## src/rtl/st_uart_tx.sv

```systemverilog
// Avalon-ST byte sink that buffers bytes in a small circular FIFO and sends them as 8N1 UART frames.
// Frames go out back-to-back while the FIFO holds data. Backpressure is applied while the FIFO is full.
module st_uart_tx #(
  parameter int unsigned CLK_DIV    = 434,
  parameter int unsigned FIFO_DEPTH = 4,
  parameter int unsigned FIFO_AW    = 2
) (
  input  logic               clk,
  input  logic               rstn,
  input  logic               asi_valid,
  input  logic [7:0]         asi_data,
  output logic               asi_ready,
  output logic               txd,
  output logic               busy,
  output logic [FIFO_AW:0]   fifo_level
);

  localparam int unsigned CNT_W = (CLK_DIV > 1) ? $clog2(CLK_DIV) : 1;
  localparam int unsigned LVL_W = FIFO_AW + 1;

  typedef enum logic [1:0] {
    S_IDLE  = 2'd0,
    S_START = 2'd1,
    S_DATA  = 2'd2,
    S_STOP  = 2'd3
  } state_t;

  state_t             r_state;
  logic               r_txd;
  logic [CNT_W-1:0]   r_cnt;
  logic [2:0]         r_bitcnt;
  logic [7:0]         r_shift;
  logic [LVL_W-1:0]   r_level;
  logic [FIFO_AW-1:0] r_wptr;
  logic [FIFO_AW-1:0] r_rptr;
  logic [7:0]         r_mem [FIFO_DEPTH];

  state_t             w_state_nxt;
  logic               w_txd_nxt;
  logic [CNT_W-1:0]   w_cnt_nxt;
  logic [2:0]         w_bitcnt_nxt;
  logic [7:0]         w_shift_nxt;
  logic               w_pop;
  logic               w_push;
  logic               w_full;
  logic               w_bit_end;
  logic               w_has_data;
  logic [7:0]         w_head;

  // Ready depends only on the registered level; a same-edge pop does not free a slot early.
  assign w_full     = (r_level == LVL_W'(FIFO_DEPTH));
  assign w_has_data = (r_level != '0);
  assign w_push     = asi_valid && !w_full;
  assign w_bit_end  = (r_cnt == CNT_W'(CLK_DIV - 1));
  assign w_head     = r_mem[r_rptr];

  assign asi_ready  = !w_full;
  assign txd        = r_txd;
  assign busy       = (r_state != S_IDLE) || w_has_data;
  assign fifo_level = r_level;

  // Next-state, serial output and bit datapath.
  always_comb begin
    w_state_nxt  = r_state;
    w_txd_nxt    = r_txd;
    w_cnt_nxt    = w_bit_end ? '0 : (r_cnt + CNT_W'(1));
    w_bitcnt_nxt = r_bitcnt;
    w_shift_nxt  = r_shift;
    w_pop        = 1'b0;

    unique case (r_state)
      S_IDLE: begin
        w_cnt_nxt = '0;
        w_txd_nxt = 1'b1;
        if (w_has_data) begin
          w_pop       = 1'b1;
          w_shift_nxt = w_head;
          w_txd_nxt   = 1'b0;
          w_state_nxt = S_START;
        end
      end
      S_START: begin
        if (w_bit_end) begin
          w_txd_nxt    = r_shift[0];
          w_shift_nxt  = {1'b0, r_shift[7:1]};
          w_bitcnt_nxt = 3'd0;
          w_state_nxt  = S_DATA;
        end
      end
      S_DATA: begin
        if (w_bit_end) begin
          if (r_bitcnt == 3'd7) begin
            w_txd_nxt   = 1'b1;
            w_state_nxt = S_STOP;
          end else begin
            w_txd_nxt    = r_shift[0];
            w_shift_nxt  = {1'b0, r_shift[7:1]};
            w_bitcnt_nxt = r_bitcnt + 3'd1;
          end
        end
      end
      S_STOP: begin
        if (w_bit_end) begin
          // Chain straight into the next start bit when more bytes are waiting.
          if (w_has_data) begin
            w_pop       = 1'b1;
            w_shift_nxt = w_head;
            w_txd_nxt   = 1'b0;
            w_state_nxt = S_START;
          end else begin
            w_txd_nxt   = 1'b1;
            w_state_nxt = S_IDLE;
          end
        end
      end
      default: begin
        w_txd_nxt   = 1'b1;
        w_cnt_nxt   = '0;
        w_state_nxt = S_IDLE;
      end
    endcase
  end

  // FSM and serialiser registers.
  always_ff @(posedge clk or negedge rstn) begin
    if (!rstn) begin
      r_state  <= S_IDLE;
      r_txd    <= 1'b1;
      r_cnt    <= '0;
      r_bitcnt <= 3'd0;
      r_shift  <= 8'd0;
    end else begin
      r_state  <= w_state_nxt;
      r_txd    <= w_txd_nxt;
      r_cnt    <= w_cnt_nxt;
      r_bitcnt <= w_bitcnt_nxt;
      r_shift  <= w_shift_nxt;
    end
  end

  // FIFO pointers and occupancy; resetting the pointers flushes the contents.
  always_ff @(posedge clk or negedge rstn) begin
    if (!rstn) begin
      r_wptr  <= '0;
      r_rptr  <= '0;
      r_level <= '0;
    end else begin
      if (w_push) r_wptr <= r_wptr + FIFO_AW'(1);
      if (w_pop)  r_rptr <= r_rptr + FIFO_AW'(1);
      unique case ({w_push, w_pop})
        2'b10:   r_level <= r_level + LVL_W'(1);
        2'b01:   r_level <= r_level - LVL_W'(1);
        default: r_level <= r_level;
      endcase
    end
  end

  always_ff @(posedge clk) begin
    if (w_push) r_mem[r_wptr] <= asi_data;
  end

endmodule

```

## config.mk

```make
export PLATFORM = sky130hd
export DESIGN_NAME = st_uart_tx
export DESIGN_NICKNAME = d
export VERILOG_FILES = /design/src/rtl/st_uart_tx.sv
export SDC_FILE = /design/constraint.sdc
export NUM_CORES = 1
export LEC_CHECK = 0
export ABC_AREA = 0
export BUFFER_PORTS_ARGS = -buffer_cell sky130_fd_sc_hd__buf_2
export CAP_MARGIN = 20
export CORE_ASPECT_RATIO = 1.4
export CORE_MARGIN = 1.5
export CORE_UTILIZATION = 30
export DETAILED_ROUTE_END_ITERATION = 10
export SETUP_SLACK_MARGIN = 0.05
export SYNTH_ARGS = -nofsm -noshare
export SYNTH_HDL_FRONTEND = slang
export SYNTH_SLANG_ARGS = --single-unit
```

## constraint.sdc

```tcl
create_clock -name clk -period 2.1 [get_ports clk]
set_clock_uncertainty 0.05 [all_clocks]
set_input_delay 0.105 -clock clk [delete_from_list [all_inputs] [get_ports clk]]
set_output_delay 0.105 -clock clk [all_outputs]
set_load 0.01 [all_outputs]
```

# [Word level (Yosys, flattened, before mapping)]
# Memories as Yosys holds them, arrays and structs flattened.
# Index checks and enable logic that the tools add are counted.
[op_classes] n_addsub=6 eq_ne=14 n_mux=31 reduce_logical=12
[op_table] op="$mux 8" n=5
[op_table] op="$pmux 8 s4" n=1
[op_table] op="$mux 9" n=2
[op_table] op="$ne 2x2->1 const B" n=6
[op_table] op="$pmux 3 s2" n=2
[op_table] op="$mux 1" n=10
[op_table] op="$mux 2" n=5
[op_table] op="$add 9x1->9 const B" n=1
[op_table] op="$eq 9x9->1 const B" n=1
[op_table] op="$mux 3" n=3
[op_table] op="$pmux 2 s4" n=1
[op_table] op="$reduce_and 4->1" n=2
[op_table] op="$add 3x1->3 const B" n=2
[op_table] op="$eq 2x2->1 const B" n=3
[op_table] op="$eq 3x3->1 const B" n=2
[op_table] op="$reduce_bool 2->1" n=3
[op_table] op="$reduce_and 5->1" n=1
[op_table] op="$add 2x1->2 const B" n=2
[op_table] op="$eq 2x1->1 const B" n=2
[op_table] op="$pmux 1 s4" n=1
[op_table] op="$reduce_and 3->1" n=1
[op_table] op="$reduce_bool 3->1" n=1
[op_table] op="$sub 3x1->3 const B" n=1
[op_table] op="$logic_not 2->1" n=1
[op_table] op="other kinds (4)" n=4
[word_totals] input_bits=11 n_memories=1 out_inout_bits=6 elab_cells=72 register_bits=30 mem_bits_rw=32
[mem_list] name="r_mem" depth=4 width=8 rd=1 rd_clocked_by_memory_dff=0 write_ports=1 line_no="36" rtl="logic [7:0] r_mem [FIFO_DEPTH];"

# [Depth between registers and ports, before layout]
# Gate-level depths: netlist (run 1).
[depth] ltp_word=6 depth_mapped=11 mapped_depth_nobuf=11

# [Worst setup path after synthesis (run 1)]
# Ideal clock, no wire load.
[synth_path] kind="reg2reg" start="register r_state[0]" end="register r_level[2], in the netlist fifo_level[2]" required_time_ns=1.971 path_buffers=0 setup_time_ns=0.079 stages_incl_launch_ff=12 slack_ns=-0.226 arrival_ns=2.197 period_less_slack_ns=2.326 cell_sequence="dfrtp_1 inv_1 ha_1 clkinv_1 nand2_1 nor2_1 ha_1 inv_1 fa_1 xor2_1 nor2_1 xor2_1"
[synth_between] elab_chain_len=4 elab_cells_between_ends=7 cone_classes="eq/ne: 3; mux: 2; reduce/logical: 2"
[synth_rtl] element="from (decl)" line_no="28" rtl="state_t r_state;"
[synth_rtl] element="from (signal assigned)" line_no="133" rtl="r_state <= w_state_nxt;"
[synth_rtl] element="$eq 2x2->1 / $logic_not 2->1 (equally long branches)" line_no="71" rtl="unique case (r_state)"
[synth_rtl] element="$pmux 1 s2 (*)" line_no="71"
[synth_rtl] element="net w_pop" line_no="43" rtl="logic w_pop;"
[synth_rtl] element="$eq 2x1->1 / $eq 2x2->1 (equally long branches)" line_no="150" rtl="unique case ({w_push, w_pop})"
[synth_rtl] element="$pmux 3 s2 / $reduce_bool 2->1 (equally long branches)"
[synth_rtl] element="to (signal assigned)" line_no="151" rtl="2'b10: r_level <= r_level + LVL_W'(1);"
[synth_rtl] element="to (signal assigned)" line_no="152" rtl="2'b01: r_level <= r_level - LVL_W'(1);"
[synth_rtl] element="to (signal assigned)" line_no="153" rtl="default: r_level <= r_level;"
[synth_rtl] element="to (decl)" line_no="33" rtl="logic [LVL_W-1:0] r_level;"
# Mark *: on every way through the listed nets, which the timed path passes. The rest lies on a longest branch.
# A chain may end at the register's enable or synchronous reset.

# [Worst setup path after layout (run 1)]
[layout_path] start="register r_cnt[1]" end="register r_level[2], in the netlist fifo_level[2]"
[layout_between] elab_chain_len=5 elab_cells_between_ends=7 cone_classes="eq/ne: 3; mux: 3; reduce/logical: 1"
[layout_rtl] element="from (decl)" line_no="30" rtl="logic [CNT_W-1:0] r_cnt;"
[layout_rtl] element="from (signal assigned)" line_no="135" rtl="r_cnt <= w_cnt_nxt;"
[layout_rtl] element="$eq 9x9->1 (*)" line_no="54" rtl="assign w_bit_end = (r_cnt == CNT_W'(CLK_DIV - 1));"
[layout_rtl] element="$mux 1 (*)" line_no="103" rtl="if (w_bit_end) begin"
[layout_rtl] element="$pmux 1 s2 (*)" line_no="71"
[layout_rtl] element="net w_pop" line_no="43"
[layout_rtl] element="$eq 2x1->1 / $eq 2x2->1 (equally long branches)" line_no="150"
[layout_rtl] element="$pmux 3 s2 / $reduce_bool 2->1 (equally long branches)"
# Marks and branches as above.

==> results of run 1 <==
-- critical path, cell delays in order, from the launching register on --
cell	delay (ps)
dfrtp_1	380
inv_1	60
ha_1	130
and4b_2	250
a31oi_4	100
nor2_4	140
ha_4	150
inv_2	30
fa_2	320
xor2_1	140
nor2_1	110
xor2_1	150
-- worst max-delay path by stage --
stage                       startpoint                   endpoint
finish              r_cnt[1]$_DFF_PN0_  fifo_level[2]$_DFFE_PN0P_
global route        r_cnt[1]$_DFF_PN0_  fifo_level[2]$_DFFE_PN0P_
CTS                 r_cnt[1]$_DFF_PN0_  fifo_level[2]$_DFFE_PN0P_
detailed placement  r_cnt[1]$_DFF_PN0_  fifo_level[2]$_DFFE_PN0P_
global placement    r_cnt[1]$_DFF_PN0_  fifo_level[2]$_DFFE_PN0P_
floorplan           r_cnt[1]$_DFF_PN0_  fifo_level[2]$_DFFE_PN0P_
-- layout make-up --
cell class / instances / area (um^2)
well taps: 110 / 138
clock buffers: 9 / 225
clock inverters: 7 / 120
repair buffers: 55 / 419
fillers: 886 / 5530
multi-input cells: 134 / 1150
inverters: 14 / 57.6
flip-flops and latches: 62 / 1710
-- sequential cells by signal (all words and copies together) (netlist names) --
signal      flops
txd             1
r_bitcnt        3
r_wptr          2
fifo_level      3
r_mem          32
r_shift         8
r_cnt           9
r_state         2
r_rptr          2
-- cells in the final DEF, fill, tap and decap left out, types with 2 or more instances in the layout --
cell type	synthesis	layout
a22o_1	3	3
buf_2	0	16
nor2b_1	6	6
o22ai_1	7	7
a21oi_1	2	2
dfrtp_1	29	29
nand3_1	5	5
mux2_2	16	16
o21ai_0	5	4
mux2i_1	3	3
buf_4	0	26
inv_6	0	2
ha_4	0	3
nor3b_1	2	2
clkinv_4	0	2
xnor2_1	3	3
bufinv_16	0	3
inv_1	13	10
edfxtp_1	32	32
ha_1	14	9
clkbuf_16	0	9
a211oi_1	7	6
xor2_1	10	10
ha_2	0	2
nor2_1	17	16
inv_2	0	3
nand4_1	2	2
dlygate4sd3_1	0	9
nand2_1	8	8
and3_1	4	4
-- power breakdown --
| group | switching (uW) | internal, uW |
|---|---|---|
| Combinational | 1230 | 1370 |
| Clock | 558 | 1160 |
| Sequential | 247 | 1660 |
-- repair_timing --
action                                  in CTS  in global routing
pin swaps                                    2                  3
endpoints found under the setup margin       9                 11
hold buffers                                 9                  0
hold endpoints to repair                    61                  0
resized for setup                            3                 13
setup buffers                                2                  7
-- kinds of logic after synthesis --
kind of cell    synth area share, %
flops                          59.8
simple gates                   9.95
compound gates                 8.42
buf+inv                        2.97
mux                            8.12
fa+ha+maj                      6.81
xor+xnor                       3.97
-- per-stage QoR --
stage | hold WS [ps] | cells | TNS (ps) | area [um^2]
6_report | 165 | 391 | 0 | 3820
5_1_grt | 206 | 391 | -243 | 3820
4_1_cts | 170 | 384 | 0 | 3730
3_5_place_dp | 148 | 357 | -59.4 | 3260
3_3_place_gp | 159 | 357 | -14.9 | 3260
2_1_floorplan | -241 | 216 | -67.9 | 2910
-- routing by layer --
layer	GRT usage [%]	wire [um]	vias to the layer above
li1	-	-	906
met1	13.6	2400	913
met2	20.3	2970	24
met5	0	0	-
met3	2.30	122	10
met4	6.85	123	0
==> results by group, run 1 <==
Run status
  – Status: finished with violations
  – Failing checks: design-rule violations

Power
  – Leak pwr: 0.00157 uW
  – Overall power: 6230 uW
  – VDD IR max: 0.000904 V
  – Power Density: 1630 mW/mm^2

Timing
  – Count of final setup violators: 0
  – Final worst slack: 12.1 ps
  – Minimum clock period: 2090 ps
  – Final Hold Viols: 0
  – Worst-Margin Slew: 699 ps
  – Fin. max-slew vios: 0
  – RSZ-0062 raised after global routing: true
  – Tcrit/Tclk final: 99.4%
  – FMAX: 479 MHz
  – Worst slew margin: 53.4%

Route
  – 1st-iter DRT viols: 65
  – Post-DR vias/cell: 4.74
  – Antenna viol nets, final: 0
  – WL final: 5.61 mm
  – DR WL/cell: 14.4 um
  – Vias after detailed routing: 1853
  – # DRC: 1
  – Drt first pass iters: 7

Hold path
  – Cell count of the worst hold path: 3
  – Hold Crit Endpoint: r_wptr[0]$_DFFE_PN0P_
  – HP Class: in2reg
  – Min-delay src: asi_valid

Synth
  – Syn Inst Count: 216
  – Cell accounting for the most synthesized area: edfxtp_1
  – Most frequent cell after synthesis: edfxtp_1
  – Ys async rst share: 48.4%
  – Synth Net Count: 242
  – Syn Area/Cell: 13.3 um^2
  – Synth top cells by count: 32 x edfxtp_1, 29 x dfrtp_1, 17 x nor2_1
  – Post-Syn Area: 0.00287 mm^2
  – Synth unique cells: 44
  – Synth Register Bits: 62
  – Sequential share of the synthesized area: 59.8%
  – EDFF count, synth: 32
  – Ys Warns: 0
  – Yosys top cell area share: 33.5%
  – Ranking of synthesized cells by area: edfxtp_1 34%, dfrtp_1 25%, mux2_2 6.3%
  – Top_reg_cell synth: edfxtp_1

Floorplanning
  – Die Y: 119 um
  – I/O pins: 17
  – Die area: 0.0102 mm^2
  – Starting density of the core: 30.6%
  – Cell row count: 42
  – Die X: 85.6 um
  – Core box area: 0.00935 mm^2

Clock tree
  – Clk buf depth: 2
  – CTS buffer count: 9
  – H-tree lvl count: 3
  – CTS tree: yes
  – Worst-Skew Late Latency: 320 ps
  – Clock transition at path regs: 60 ps
  – Clk root buf: clkbuf_16
  – Clk sinks: 62

GRT
  – Largest net degree at the start of global routing: 31
  – First-pass GRT wire length: 9.20 mm
  – GRT Residual Overflow: 0
  – All-Layer GR Usage: 11.9%
  – Antenna violations before repair: 0
  – Vias in the first global route: 1976

Flow run
  – Max-cap viol count: 0

Setup path
  – Worst setup EP type: flop
  – FF-to-FF End: fifo_level[2]$_DFFE_PN0P_
  – CP required: 2300 ps
  – Crit Reg-Reg Startpoint: r_cnt[1]$_DFF_PN0_
  – Critical path type: reg2reg
  – Crit start category: flop
  – Critical path fanouts, max: 2
  – Depth of the most critical reg-to-reg path: 11
  – Worst EP arrival: 2290 ps
  – R2R setup slack: 10 ps

Layout
  – End-of-flow core utilization: 40.9%
  – Layout cell share with drive strength beyond 1: 36.3%
  – # diodes: 0
  – Final #Nets: 302
  – Layout area overhead: 33.4%

Placement
  – Placement Setup Slack: -59.4 ps
  – Final GP Congestion: 0.752
  – Detailed Place HPWL: 3.67 mm
  – PortBufs: 16
Note: power is estimated with default switching activity, not from simulation.
==> run 2, diff against run 1 <==
Settings changed: PLACE_DENSITY_LB_ADDON set to 0.3.
==> results by group, run 2 (synthesis gave the netlist of run 1 again) <==
Run status
  – Status: finished, final reports clean

Timing
  – FMAX: 481 MHz
  – RSZ-0062 raised after global routing: true
  – Fin. max-slew vios: 0
  – Minimum clock period: 2080 ps
  – Final Hold Viols: 0
  – Worst-Margin Slew: 693 ps
  – Count of final setup violators: 0
  – Worst slew margin: 53.8%
  – Tcrit/Tclk final: 99.0%

GRT
  – GRT Residual Overflow: 0
  – GRT met3 Usage: 3.84%
  – Largest net degree at the start of global routing: 31
  – All-Layer GR Usage: 12.3%
  – First-pass GRT wire length: 9.47 mm
  – Vias in the first global route: 1926
  – M1 GR Usage: 13.6%
  – Busiest metal layer after global routing: met2
  – Antenna violations before repair: 0
  – Routing usage on met2: 21.8%

Floorplanning
  – Starting density of the core: 30.6%
  – Cell row count: 42
  – Die area: 0.0102 mm^2
  – Die X: 85.6 um
  – I/O pins: 17
  – Core box area: 0.00935 mm^2
  – Die Y: 119 um

Route
  – 1st-iter DRT viols: 51
  – # DRC: 0
  – Post-DR vias/cell: 4.74
  – Drt first pass iters: 4
  – Vias after detailed routing: 1840
  – Antenna viol nets, final: 0
  – WL final: 5.45 mm
  – DR WL/cell: 14.1 um

Clock tree
  – Clock transition at path regs: 50 ps
  – Worst-Skew Late Latency: 330 ps
  – Clk buf depth: 2
  – CTS tree: yes
  – CTS buffer count: 9
  – Clk sinks: 62
  – Clk root buf: clkbuf_16
  – H-tree lvl count: 3

Layout
  – Most flops, register: r_mem
  – Layout area overhead: 29.2%
  – Commonest non-fill, non-tap cell in the layout: edfxtp_1
  – Biggest regs: r_mem x32, r_cnt x9, r_shift x8
  – # diodes: 0
  – Most frequent cells in the layout: 32 x edfxtp_1, 29 x dfrtp_1, 26 x buf_4
  – Final #Nets: 299
  – Fillcell total: 915
  – Layout cell share with drive strength beyond 1: 32.4%
  – Post-Layout Cell Count: 388
  – Max reg flops: 32

Setup path
  – R2R setup slack: 20 ps
  – Crit-path cells: inv_1 > ha_1 > and4b_2 > a31oi_4 > nor2_4 > ha_4 > inv_2 > fa_2 > xor2_1 > nor2_1 > xor2_1
  – Slowest stage delay, CP: 370 ps
  – Worst EP arrival: 2280 ps
  – Crit start category: flop
  – Crit-path most repeated cell: xor2_1
  – Worst setup EP type: flop
  – WP buf/inv: 2
  – Critical path type: reg2reg
  – CP max-delay cell: dfrtp_1
  – CP top delay family: adder cells
  – Critical path fanouts, max: 2
  – CP required: 2300 ps

Placement
  – PortBufs: 16
  – Dpl cells: 360
  – Detailed Place HPWL: 3.75 mm
  – Final GP Congestion: 0.757

Power
  – Overall power: 5700 uW
  – VDD IR max: 0.000815 V
  – Power Density: 1540 mW/mm^2
  – Leak pwr: 0.00152 uW

Flow run
  – Max-cap viol count: 0

Hold path
  – HP Class: in2reg
==> run 2: cell count changes in the layout (fill, tap and decap cells not counted), moves of 2 or more <==
cell | before | now
inv_6 | 2 | 0
clkinv_2 | 0 | 2
inv_1 | 10 | 12
ha_1 | 9 | 12
ha_2 | 2 | 0
clkbuf_1 | 0 | 2
inv_2 | 3 | 1
bufinv_16 | 3 | 1
==> run 2: layout make-up <==
class,instances,area [um^2],share of cell area [%]
multi-input cells,134,1120,30.4
flip-flops and latches,62,1710,46.2
clock buffers,11,233,6.28
inverters,14,57.6,1.55
clock inverters,5,52.6,1.42
repair buffers,52,385,10.4
well taps,110,138,3.72
==> run 2: repair_timing <==
action                     in CTS  in global routing
hold endpoints to repair       61                  0
resized for setup               2                  1
pin swaps                       2                  0
hold buffers                    9                  0
buffers inserted                1                  2
setup endpoints to repair       2                 11
==> run 2: worst paths after layout <==
| path | start | cells past startpoint | end |
|---|---|---|---|
| max | r_cnt[1]$_DFF_PN0_ | 11 | fifo_level[2]$_DFFE_PN0P_ |
| min | asi_valid | 3 | r_wptr[0]$_DFFE_PN0P_ |
| max reg2reg | r_cnt[1]$_DFF_PN0_ | 11 | fifo_level[2]$_DFFE_PN0P_ |
| min reg2reg | r_shift[5]$_DFFE_PN0P_ | 1 | r_shift[5]$_DFFE_PN0P_ |
| max in group asynchronous | rstn | 2 | r_state[1]$_DFFE_PN0P_ |
| min in group asynchronous | rstn | 2 | r_bitcnt[2]$_DFFE_PN0P_ |
==> run 2: layer usage <==
| layer | wire length [um] | up-vias |
|---|---|---|
| met5 | 0 | - |
| met4 | 89 | 0 |
| met3 | 183 | 9 |
| met2 | 2930 | 27 |
| met1 | 2260 | 904 |
| li1 | - | 900 |
==> run 2: stage by stage <==
step / TNS (ps) / utilization, % / instance area [um^2] / worst slack, ps / hold slack, ps
final: 0 / 39.6 / 3700 / 21.8 / 166
after global routing: -919 / 39.6 / 3700 / -152 / 201
after CTS: 0 / 39.4 / 3680 / 7.10 / 161
after detailed placement: -80.8 / 35.1 / 3280 / -80.8 / 143
after global placement: -24.5 / 35.1 / 3280 / -24.5 / 151
after floorplan: -67.9 / - / 2910 / -67.9 / -241
==> run 2: worst register-to-register path: cells and delay by family, from the launching register on <==
kind / cells / cell delay, ps
compound gates: 1 / 100
xor+xnor: 2 / 290
fa+ha+maj: 3 / 610
buf+inv: 2 / 90
flops: 1 / 370
simple gates: 3 / 480
==> run 2: report_power, final <==
part	total (uW)	switching [uW]	internal [uW]
Sequential	1880	215	1660
Clock	1410	501	911
Combinational	2410	1180	1230
==> run 3, diff against run 2 <==
Settings changed: CORE_UTILIZATION 30 to 55, CTS_BUF_LIST set to sky130_fd_sc_hd__clkbuf_4 sky130_fd_sc_hd__clkbuf_8.
==> results by group, run 3 (synthesis gave the netlist of run 1 again) <==
Hold path
  – HP Class: in2reg
  – Hold Crit Endpoint: r_wptr[0]$_DFFE_PN0P_
  – Min-delay src: asi_valid
  – Cell count of the worst hold path: 3

Layout
  – Post-Layout Cell Count: 341
  – Commonest non-fill, non-tap cell in the layout: edfxtp_1
  – Biggest regs: r_mem x32, r_cnt x9, r_shift x8
  – # diodes: 0
  – Max reg flops: 32
  – Most frequent cells in the layout: 32 x edfxtp_1, 29 x dfrtp_1, 21 x buf_4
  – Most flops, register: r_mem
  – Post-route cell area: 0.00364 mm^2
  – Layout area overhead: 26.9%
  – Layout cell share with drive strength beyond 1: 34.7%
  – Final #Nets: 298

GRT
  – Busiest metal layer after global routing: met2
  – M1 GR Usage: 22.5%
  – GRT Residual Overflow: 0
  – Largest net degree at the start of global routing: 31
  – First-pass GRT wire length: 8.67 mm
  – All-Layer GR Usage: 20.8%
  – GRT met3 Usage: 6.74%
  – Antenna violations before repair: 0
  – Vias in the first global route: 1961
  – Routing usage on met2: 37.1%

Route
  – Post-DR vias/cell: 5.38
  – 1st-iter DRT viols: 80
  – WL final: 5.33 mm
  – DR WL/cell: 15.6 um
  – Drt first pass iters: 4
  – Antenna viol nets, final: 0
  – Vias after detailed routing: 1834
  – # DRC: 0

Floorplanning
  – Die X: 64.0 um
  – Die Y: 88.4 um
  – Cell row count: 30
  – Die area: 0.00566 mm^2
  – Starting density of the core: 58.3%
  – I/O pins: 17
  – Core box area: 0.00492 mm^2

Setup path
  – FF-to-FF End: fifo_level[2]$_DFFE_PN0P_
  – Slowest stage delay, CP: 390 ps
  – Depth of the most critical reg-to-reg path: 11
  – Crit Reg-Reg Startpoint: r_cnt[1]$_DFF_PN0_
  – CP required: 2310 ps
  – Crit-path cells: inv_1 > ha_2 > and4b_2 > a31oi_4 > nor2_2 > ha_2 > inv_2 > fa_2 > xor2_1 > nor2_1 > xor2_1
  – Worst EP arrival: 2370 ps
  – Crit start category: flop
  – Critical path fanouts, max: 2
  – CP max-delay cell: dfrtp_1
  – R2R setup slack: -60 ps
  – Critical path type: reg2reg
  – Worst setup EP type: flop

Timing
  – Final worst slack: -62.8 ps
  – Worst slew margin: 49.1%
  – Count of final setup violators: 7
  – Worst-Margin Slew: 764 ps
  – Minimum clock period: 2160 ps
  – Final Hold Viols: 0
  – WHS: 162 ps
  – Tcrit/Tclk final: 103%
  – Fin. max-slew vios: 0
  – RSZ-0062 raised after global routing: true
  – FMAX: 462 MHz

Run status
  – Failing checks: negative setup slack
  – Status: finished with violations

Power
  – Leak pwr: 0.00151 uW
  – VDD IR max: 0.000861 V
  – Power Density: 1590 mW/mm^2
  – Overall power: 5770 uW

Placement
  – PortBufs: 16
  – Detailed Place HPWL: 3.29 mm
  – Placement Setup Slack: -63.1 ps
  – Final GP Congestion: 0.813
  – Dpl cells: 309
  – Dpl cell area: 0.00319 mm^2

Flow run
  – Max-cap viol count: 0

Clock tree
  – H-tree lvl count: 3
  – Clk buf depth: 2
  – Clock transition at path regs: 70 ps
  – Clk sinks: 62
  – CTS buffer count: 9
  – CTS tree: yes
  – Clk root buf: clkbuf_8
  – Worst-Skew Late Latency: 330 ps
run 3: worst max path at each step:
stage | end | start | cells past startpoint
6_report | fifo_level[2]$_DFFE_PN0P_ | r_cnt[1]$_DFF_PN0_ | 11
5_1_grt | fifo_level[2]$_DFFE_PN0P_ | r_cnt[1]$_DFF_PN0_ | 11
4_1_cts | fifo_level[2]$_DFFE_PN0P_ | r_cnt[1]$_DFF_PN0_ | 11
3_5_place_dp | fifo_level[2]$_DFFE_PN0P_ | r_cnt[1]$_DFF_PN0_ | 11
3_3_place_gp | fifo_level[2]$_DFFE_PN0P_ | r_cnt[1]$_DFF_PN0_ | 11
2_1_floorplan | fifo_level[2]$_DFFE_PN0P_ | r_cnt[1]$_DFF_PN0_ | 11
run 3: worst max-delay path: cells and delay by family (launching register included):
kind                       cells  cell delay, ps
DFF                            1             390
buffers and inverters          2             110
and+or+nand+nor                3             480
adders and majority gates      3             680
AOI/OAI and AO/OA              1             100
xor gates and xnor gates       2             290
run 3: metrics by stage:
step | utilization [%] | setup TNS, ps
finish | 74.0 | -135
global route | 74.0 | -867
CTS | 72.0 | -33.1
detailed placement | 64.9 | -63.1
global placement | 64.9 | 0
floorplan | - | -67.9
run 3: power by group:
group,switching [uW],internal [uW]
Clock,453,902
Sequential,252,1660
Combinational,1190,1320
Total,1900,3880
run 3: area by class of cell:
| type | count | area (um^2) |
|---|---|---|
| Clock buffer | 9 | 124 |
| Clock inverter | 7 | 136 |
| Fill cell | 329 | 1280 |
| Inverter | 14 | 57.6 |
| Multi-Input combinational cell | 134 | 1130 |
| Sequential cell | 62 | 1710 |
| Tap cell | 64 | 80.1 |
| Timing Repair Buffer | 51 | 397 |
run 3: timing repair:
item | in CTS | in global routing
gates cloned | 0 | 0
setup endpoints to repair | 8 | 11
hold buffers | 9 | 0
pin swaps | 4 | 3
resized for setup | 0 | 15
hold endpoints to repair | 61 | 0
buffers inserted | 0 | 7
run 3: routing by layer:
layer	routed length (um)	up-vias
li1	-	896
met2	2880	30
met1	2200	899
met3	139	9
met5	0	-
met4	105	0
